## config.mk

```make
export PLATFORM = sky130hd
export DESIGN_NAME = stream_supervisor_flat
export DESIGN_NICKNAME = d
export VERILOG_FILES = /design/src/rtl/stream_supervisor_pkg.sv /design/src/rtl/stream_supervisor_if.sv /design/src/rtl/stream_supervisor_sw_debounce.sv /design/src/rtl/stream_supervisor.sv /design/src/flat_wrapper.sv
export SDC_FILE = /design/constraint.sdc
export NUM_CORES = 1
export LEC_CHECK = 0
export BUFFER_PORTS_ARGS = -buffer_cell sky130_fd_sc_hd__buf_2
export CORE_AREA = 3 3 86 88
export DETAILED_ROUTE_END_ITERATION = 7
export DIE_AREA = 0 0 89 91
export GPL_TIMING_DRIVEN = 0
export PLACE_DENSITY = 0.58
export SYNTH_ARGS = -nofsm -noshare
export SYNTH_HDL_FRONTEND = slang
export SYNTH_SLANG_ARGS = --single-unit
```

## constraint.sdc

```tcl
create_clock -name clk -period 3.43 [get_ports clk]
set_clock_uncertainty 0.15 [all_clocks]
set_input_delay 0.5145 -clock clk [delete_from_list [all_inputs] [get_ports clk]]
set_output_delay 0.5145 -clock clk [all_outputs]
set_load 0.01 [all_outputs]
```

## src/rtl/stream_supervisor_pkg.sv

```systemverilog
// Shared types and constants for the stream supervisor: FSM state codes,
// active-low LED patterns and the saturating error-counter helper.
package stream_supervisor_pkg;

  typedef enum logic [2:0] {
    StResetHold  = 3'd0,
    StWaitFrames = 3'd1,
    StPrefill    = 3'd2,
    StStream     = 3'd3
  } state_e;

  localparam int unsigned CntW = 8;
  localparam logic [CntW-1:0] CntMax = '1;

  // LED patterns ordered {red, green, blue}; a 0 lights the LED
  localparam logic [2:0] LedReset     = 3'b011;
  localparam logic [2:0] LedWait      = 3'b110;
  localparam logic [2:0] LedPrefill   = 3'b100;
  localparam logic [2:0] LedStream    = 3'b101;
  localparam logic [2:0] LedStreamErr = 3'b001;

  function automatic logic [CntW-1:0] sat_inc(input logic [CntW-1:0] v);
    return (v == CntMax) ? v : v + CntW'(1);
  endfunction

endpackage

```

## src/rtl/stream_supervisor_if.sv

```systemverilog
// FIFO-side control bundle: occupancy/flags towards the supervisor,
// datapath reset and read/write enables back towards the FIFO.
interface stream_supervisor_if #(
    parameter int unsigned LEVEL_W = 5
) ();

    logic [LEVEL_W-1:0] fifo_level;
    logic               fifo_full;
    logic               fifo_empty;
    logic               sys_rst;
    logic               write_en;
    logic               read_en;

    modport master (
        input  fifo_level, fifo_full, fifo_empty,
        output sys_rst, write_en, read_en
    );

    modport slave (
        output fifo_level, fifo_full, fifo_empty,
        input  sys_rst, write_en, read_en
    );

endinterface

```

## src/rtl/stream_supervisor_sw_debounce.sv

```systemverilog
// Synchronises the raw active-low user switch and accepts a level change only
// after DEBOUNCE_CYCLES identical samples; press_o pulses on the accepted 1->0 change.
module stream_supervisor_sw_debounce #(
    parameter int unsigned DEBOUNCE_CYCLES = 1024
) (
    input  logic clk,
    input  logic rst,
    input  logic sw_i,
    output logic level_o,
    output logic press_o
);

    localparam int unsigned StableW = $clog2(DEBOUNCE_CYCLES + 1);
    localparam logic [StableW-1:0] StableLast = StableW'(DEBOUNCE_CYCLES - 1);

    logic               sw_s1_q, sw_s2_q;
    logic               level_q, level_d;
    logic               press_q, press_d;
    logic [StableW-1:0] cnt_q, cnt_d;

    // Counter tracks consecutive samples that disagree with the accepted level
    always_comb begin
        level_d = level_q;
        press_d = 1'b0;
        cnt_d   = '0;
        if (sw_s2_q != level_q) begin
            if (cnt_q == StableLast) begin
                level_d = sw_s2_q;
                press_d = ~sw_s2_q;
            end else begin
                cnt_d = cnt_q + StableW'(1);
            end
        end
    end

    always_ff @(posedge clk) begin
        if (rst) begin
            sw_s1_q <= 1'b1;
            sw_s2_q <= 1'b1;
            level_q <= 1'b1;
            press_q <= 1'b0;
            cnt_q   <= '0;
        end else begin
            sw_s1_q <= sw_i;
            sw_s2_q <= sw_s1_q;
            level_q <= level_d;
            press_q <= press_d;
            cnt_q   <= cnt_d;
        end
    end

    assign level_o = level_q;
    assign press_o = press_q;

endmodule

```

## src/rtl/stream_supervisor.sv

```systemverilog
// Sequences datapath reset, frame settling, FIFO prefill and streaming; gates the
// FIFO enables, watches for frame-clock loss and counts underruns/overruns.
module stream_supervisor
    import stream_supervisor_pkg::*;
#(
    parameter int unsigned SETTLE_FRAMES   = 2,
    parameter int unsigned DEBOUNCE_CYCLES = 1024,
    parameter int unsigned FCLK_TIMEOUT    = 4096,
    parameter int unsigned FIFO_DEPTH      = 16,
    parameter int unsigned PREFILL_LEVEL   = 8,
    parameter int unsigned LEVEL_W         = $clog2(FIFO_DEPTH + 1)
) (
    input  logic                  clk,
    input  logic                  rst,
    input  logic                  pll_lock,
    input  logic                  user_sw,
    input  logic                  fclk,
    stream_supervisor_if.master   fifo_if,
    output logic                  led_red,
    output logic                  led_green,
    output logic                  led_blue,
    output logic [2:0]            state_o,
    output logic [CntW-1:0]       underrun_cnt,
    output logic [CntW-1:0]       overrun_cnt
);

    localparam int unsigned EdgeW = $clog2(SETTLE_FRAMES + 1);
    localparam int unsigned ToW   = $clog2(FCLK_TIMEOUT + 1);
    localparam logic [EdgeW-1:0]   EdgeLast   = EdgeW'(SETTLE_FRAMES - 1);
    localparam logic [ToW-1:0]     ToLast     = ToW'(FCLK_TIMEOUT - 1);
    localparam logic [LEVEL_W-1:0] PrefillLvl = LEVEL_W'(PREFILL_LEVEL);

    logic               lock_s1_q, lock_s2_q;
    logic               fclk_s1_q, fclk_s2_q, fclk_s3_q;
    logic               fclk_fall, fclk_edge;
    logic               sw_level, sw_press;
    state_e             state_q, state_d;
    logic               sys_rst_q;
    logic [EdgeW-1:0]   edge_q, edge_d;
    logic [ToW-1:0]     timeout_q, timeout_d;
    logic [CntW-1:0]    under_q, under_d, over_q, over_d;
    logic [LEVEL_W-1:0] level;
    logic [2:0]         led;

    assign level     = fifo_if.fifo_level;
    assign fclk_fall = fclk_s3_q & ~fclk_s2_q;
    assign fclk_edge = fclk_s3_q ^ fclk_s2_q;

    stream_supervisor_sw_debounce #(
        .DEBOUNCE_CYCLES(DEBOUNCE_CYCLES)
    ) u_sw_debounce (
        .clk    (clk),
        .rst    (rst),
        .sw_i   (user_sw),
        .level_o(sw_level),
        .press_o(sw_press)
    );

    always_ff @(posedge clk) begin
        if (rst) begin
            lock_s1_q <= 1'b0;
            lock_s2_q <= 1'b0;
            fclk_s1_q <= 1'b0;
            fclk_s2_q <= 1'b0;
            fclk_s3_q <= 1'b0;
        end else begin
            lock_s1_q <= pll_lock;
            lock_s2_q <= lock_s1_q;
            fclk_s1_q <= fclk;
            fclk_s2_q <= fclk_s1_q;
            fclk_s3_q <= fclk_s2_q;
        end
    end

    always_comb begin
        state_d   = state_q;
        under_d   = under_q;
        over_d    = over_q;
        edge_d    = '0;
        timeout_d = '0;

        if (state_q == StWaitFrames) begin
            edge_d = fclk_fall ? edge_q + EdgeW'(1) : edge_q;
        end
        if (state_q != StResetHold && !fclk_edge) begin
            timeout_d = (timeout_q == ToLast) ? timeout_q : timeout_q + ToW'(1);
        end

        // Lock loss outranks the switch, which outranks frame-clock loss
        if (!lock_s2_q) begin
            state_d = StResetHold;
        end else if (sw_press) begin
            state_d = StResetHold;
            under_d = '0;
            over_d  = '0;
        end else if (state_q != StResetHold && timeout_q == ToLast) begin
            state_d = StResetHold;
        end else begin
            case (state_q)
                StResetHold:  if (sw_level) state_d = StWaitFrames;
                StWaitFrames: if (fclk_fall && edge_q == EdgeLast) state_d = StPrefill;
                StPrefill:    if (level >= PrefillLvl) state_d = StStream;
                StStream: begin
                    if (fclk_fall) begin
                        if (fifo_if.fifo_empty) begin
                            under_d = sat_inc(under_q);
                            state_d = StPrefill;
                        end else if (fifo_if.fifo_full) begin
                            over_d = sat_inc(over_q);
                        end
                    end
                end
                default: state_d = StResetHold;
            endcase
        end
    end

    always_ff @(posedge clk) begin
        if (rst) begin
            state_q   <= StResetHold;
            sys_rst_q <= 1'b1;
            edge_q    <= '0;
            timeout_q <= '0;
            under_q   <= '0;
            over_q    <= '0;
        end else begin
            state_q   <= state_d;
            sys_rst_q <= (state_d == StResetHold);
            edge_q    <= edge_d;
            timeout_q <= timeout_d;
            under_q   <= under_d;
            over_q    <= over_d;
        end
    end

    always_comb begin
        fifo_if.write_en = 1'b0;
        fifo_if.read_en  = 1'b0;
        if (!sys_rst_q) begin
            if (state_q == StPrefill || state_q == StStream) fifo_if.write_en = ~fifo_if.fifo_full;
            if (state_q == StStream) fifo_if.read_en = ~fifo_if.fifo_empty;
        end
    end

    always_comb begin
        led = LedReset;
        case (state_q)
            StWaitFrames: led = LedWait;
            StPrefill:    led = LedPrefill;
            StStream:     led = (under_q != '0 || over_q != '0) ? LedStreamErr : LedStream;
            default:      led = LedReset;
        endcase
    end

    assign fifo_if.sys_rst = sys_rst_q;
    assign {led_red, led_green, led_blue} = led;
    assign state_o      = state_q;
    assign underrun_cnt = under_q;
    assign overrun_cnt  = over_q;

endmodule
```

## src/flat_wrapper.sv

```systemverilog
// flat-port wrapper written by rule: the top's interface ports become plain ports
module stream_supervisor_flat import stream_supervisor_pkg::*;
#(
    parameter int unsigned SETTLE_FRAMES   = 2,
    parameter int unsigned DEBOUNCE_CYCLES = 1024,
    parameter int unsigned FCLK_TIMEOUT    = 4096,
    parameter int unsigned FIFO_DEPTH      = 16,
    parameter int unsigned PREFILL_LEVEL   = 8,
    parameter int unsigned LEVEL_W         = $clog2(FIFO_DEPTH + 1)
)
  (clk, rst, pll_lock, user_sw, fclk, led_red, led_green, led_blue, state_o, underrun_cnt, overrun_cnt, fifo_if_fifo_level, fifo_if_fifo_full, fifo_if_fifo_empty, fifo_if_sys_rst, fifo_if_write_en, fifo_if_read_en);
  stream_supervisor_if #(.LEVEL_W(LEVEL_W)) fifo_if_i ();
  input  logic clk;
  input  logic rst;
  input  logic pll_lock;
  input  logic user_sw;
  input  logic fclk;
  output logic led_red;
  output logic led_green;
  output logic led_blue;
  output logic [2:0] state_o;
  output logic [CntW-1:0] underrun_cnt;
  output logic [CntW-1:0] overrun_cnt;
  input wire logic [$bits(fifo_if_i.fifo_level)-1:0] fifo_if_fifo_level;
  input wire logic [$bits(fifo_if_i.fifo_full)-1:0] fifo_if_fifo_full;
  input wire logic [$bits(fifo_if_i.fifo_empty)-1:0] fifo_if_fifo_empty;
  output wire logic [$bits(fifo_if_i.sys_rst)-1:0] fifo_if_sys_rst;
  output wire logic [$bits(fifo_if_i.write_en)-1:0] fifo_if_write_en;
  output wire logic [$bits(fifo_if_i.read_en)-1:0] fifo_if_read_en;
  assign fifo_if_i.fifo_level = fifo_if_fifo_level;
  assign fifo_if_i.fifo_full = fifo_if_fifo_full;
  assign fifo_if_i.fifo_empty = fifo_if_fifo_empty;
  assign fifo_if_sys_rst = fifo_if_i.sys_rst;
  assign fifo_if_write_en = fifo_if_i.write_en;
  assign fifo_if_read_en = fifo_if_i.read_en;
  stream_supervisor #(.SETTLE_FRAMES(SETTLE_FRAMES), .DEBOUNCE_CYCLES(DEBOUNCE_CYCLES), .FCLK_TIMEOUT(FCLK_TIMEOUT), .FIFO_DEPTH(FIFO_DEPTH), .PREFILL_LEVEL(PREFILL_LEVEL), .LEVEL_W(LEVEL_W)) u_core (.clk(clk), .rst(rst), .pll_lock(pll_lock), .user_sw(user_sw), .fclk(fclk), .fifo_if(fifo_if_i), .led_red(led_red), .led_green(led_green), .led_blue(led_blue), .state_o(state_o), .underrun_cnt(underrun_cnt), .overrun_cnt(overrun_cnt));
endmodule
```

==> results.sh <==
export IMPL_ys_types=47
export IMPL_synth_edf_count=0
export IMPL_tightest_slew_ps=623
export IMPL_cts_hold_buf=0
export IMPL_cts_setup_buffers=0
export IMPL_portBuffers=33
export IMPL_cts_buffers=5
export IMPL_drt_initial_drc_count=94
export IMPL_relSlewSlack_pct=58.1
export IMPL_finish_utilization_pct=44.3
export IMPL_grt_antenna_before_repair=0
export IMPL_synth_seq_cells=55
export IMPL_drive_gt1_share_pct=16.9
export IMPL_p_leak_nw=1.09
export IMPL_viasPerCell=5.30
export IMPL_cts_sinks=55
export IMPL_first_global_vias=1954
export IMPL_fmax_mhz=410
export IMPL_critical_path_top_delay_family="buffers and inverters"
export IMPL_crit_fanout=10
export IMPL_grt_overflow_total=0
export IMPL_ir_worst_vdd_uv=140
export IMPL_pre_cts_slack_ps=1200
export IMPL_crit_chain="buf_2 -> nor2b_1 -> inv_1 -> nor4b_1 -> buf_2"
export IMPL_finalHoldViolCount=0
export IMPL_fin_nets=352
export IMPL_clk_path_buf_depth=2
export IMPL_final_cell_count_no_fill=412
export IMPL_arrival_ps=1780
export IMPL_ctsResizeCount=0
export IMPL_vias=2182
export IMPL_synthTopCellsByArea="dfxtp_1, nor2_1, ha_1"
export IMPL_dieWidth_um=89
export IMPL_startpoint_type="flip-flop"
export IMPL_synth_area_um2=2580
export IMPL_maxCapViolations=0
export IMPL_globalplace_congestion=0.777
export IMPL_slew_violations=0
export IMPL_syn_inst=291
export IMPL_die_h_um=91
export IMPL_ys_flop_type="dfxtp_1"
export IMPL_required_ps=2770
export IMPL_dr_wl_met2_um=2270
export IMPL_syn_avg_cell_area_um2=8.85
export IMPL_finalPower_mw=1.19
export IMPL_dp_cells=404
export IMPL_clock_latency_ps=300
export IMPL_core_area_um2=6720
export IMPL_drtAntennaViolNets=0
export IMPL_areaGrowthSynthToFinish_pct=15.4
export IMPL_ys_seq_area_share_pct=42.7
export IMPL_grt_max_degree=17
export IMPL_grt_use_total_pct=14.1
export IMPL_clock_root_buffer="clkbuf_8"
export IMPL_endpoint_kind="output pin"
export IMPL_synth_top_area_share_pct=42.7
export IMPL_cts_htree_levels=2
export IMPL_yosysMostFrequentCell="dfxtp_1"
export IMPL_die_area_um2=8100
export IMPL_syn_nets=312
export IMPL_synthTopCellsByCount="dfxtp_1, nor2_1, o21ai_0, nand3_1, nand2_1"
export IMPL_fin_crit_ps=2440
export IMPL_wl_um=5440
export IMPL_fin_crit_sh_pct=71.2
export IMPL_dr_pass1_iters=4
export IMPL_setup_viol=0
export IMPL_status="finished clean"
export IMPL_diodes=0
export IMPL_n_fill_cell=672
export IMPL_clkTransAtPathRegs_ps=90
export IMPL_rows=30
export IMPL_power_density_nw_per_um2=399
export IMPL_setup_tns_ps=0
export IMPL_multi_input_area_um2=1390
export IMPL_dp_hpwl_um=4000
export IMPL_layout_setup_ws_ps=989
export IMPL_met3_length_um=305
export IMPL_boundaryPins=37
export IMPL_crit_buf_inv=3
export IMPL_ys_async_sr_fraction_pct=0
export IMPL_min_delay_path_class="input port to flip-flop"
export IMPL_routedLengthMet1_um=2770
export IMPL_wl_per_cell_um=13.2
export IMPL_initial_core_util_pct=38.3
export IMPL_max_stage_delay_ps=390
export IMPL_grt_pass1_wl_um=9160
export IMPL_rsz0062_at_grt="no"
export IMPL_drc=0
export IMPL_regArea_um2=1100
export IMPL_cts_tree="done"
export IMPL_cpMaxStageDelayCell="dfxtp_1"
export IMPL_ys_warn_count=0
export IMPL_routed_top_layer="met4"
export IMPL_synth_top_cell_by_area="dfxtp_1"
export IMPL_cp_common_cell="buf_2"
export IMPL_crit_type="flip-flop to output pin"
[cell usage in the layout (no fill, tap or decap), types with 2 or more instances in the layout]
cell type	count
ha_1	9
buf_1	2
o2111a_1	2
xor2_1	7
nor3b_1	3
nor2_1	39
o31ai_1	10
clkbuf_8	5
buf_2	35
or2_2	4
xnor2_1	11
and3_1	7
nand4b_1	4
o211ai_4	2
bufinv_16	2
a31oi_1	7
nor4_1	4
o21ai_0	17
dfxtp_1	55
nor4b_1	4
nor2b_1	7
inv_1	13
nand2b_1	3
nand2_1	14
a21oi_1	5
clkbuf_1	4
and2_1	3
nand3_1	15
or3_1	4
nand4_1	5
nor3_1	11
a21oi_4	2
[final timing paths]
path	from	endpoint	slack [ps]	cells past startpoint
max	u_core.state_o[1]	fifo_if_read_en	990	5
min	user_sw	u_core.u_sw_debounce.sw_s1_q	240	2
max reg2reg	u_core.timeout_q[0]	u_core.timeout_q[4]	1190	7
min reg2reg	u_core.u_sw_debounce.sw_s1_q	u_core.u_sw_debounce.sw_s2_q	270	1
[final cells by class]
type	count	area share, %
flip-flops and latches	55	37.0
plain buffers	8	1.35
clock inverters	2	2.02
multi-input cells	215	46.6
inverters	13	1.64
repair buffers	33	5.55
clock buffers	6	2.44
well taps	80	3.37
[routing by layer]
layer,vias up,GRT usage (%)
li1,1115,-
met3,7,3.27
met4,0,6.08
met5,-,0
met1,1004,20.3
met2,56,20.1
[state kept, by name (all words and copies together) (netlist names), 2 cells and up]
name	count
u_core.overrun_cnt	8
u_core.u_sw_debounce.cnt_q	11
u_core.state_o	3
u_core.edge_q	2
u_core.underrun_cnt	8
u_core.timeout_q	13
[worst register-to-register path: stages (launching register included)]
cell	delay [ps]
dfxtp_1	380
ha_1	200
nand4_1	180
nor4_1	580
buf_2	340
nor3b_1	90
xnor2_1	160
nor2_1	50
[logic make-up (layout without fill, tap and decap cells)]
logic type | after synthesis | after routing | synth area share (%)
adder cells (fa/ha/maj) | 9 | 9 | 4.37
AO/OA/AOI/OAI | 53 | 53 | 15.2
flip-flops | 55 | 55 | 42.7
AND/OR/NAND/NOR | 133 | 133 | 27.6
XOR/XNOR | 18 | 18 | 6.12
multiplexers | 1 | 1 | 0.389
other | 1 | 1 | 0.146
buffers and inverters | 21 | 62 | 3.45
[stage by stage]
stage | hold WS [ps] | area, um2
finish | 240 | 2970
global route | 212 | 2970
global placement | 243 | 2840
floorplan | 239 | 2580
CTS | 219 | 2970
detailed placement | 245 | 2840
[where the power goes]
group / internal (mW) / switching [mW] / total (mW)
clock network: 0.292 / 0.206 / 0.498
logic: 0.0164 / 0.0245 / 0.0409
registers: 0.644 / 0.00459 / 0.649
total: 0.952 / 0.235 / 1.19
Power figures use the tool's default switching activity.
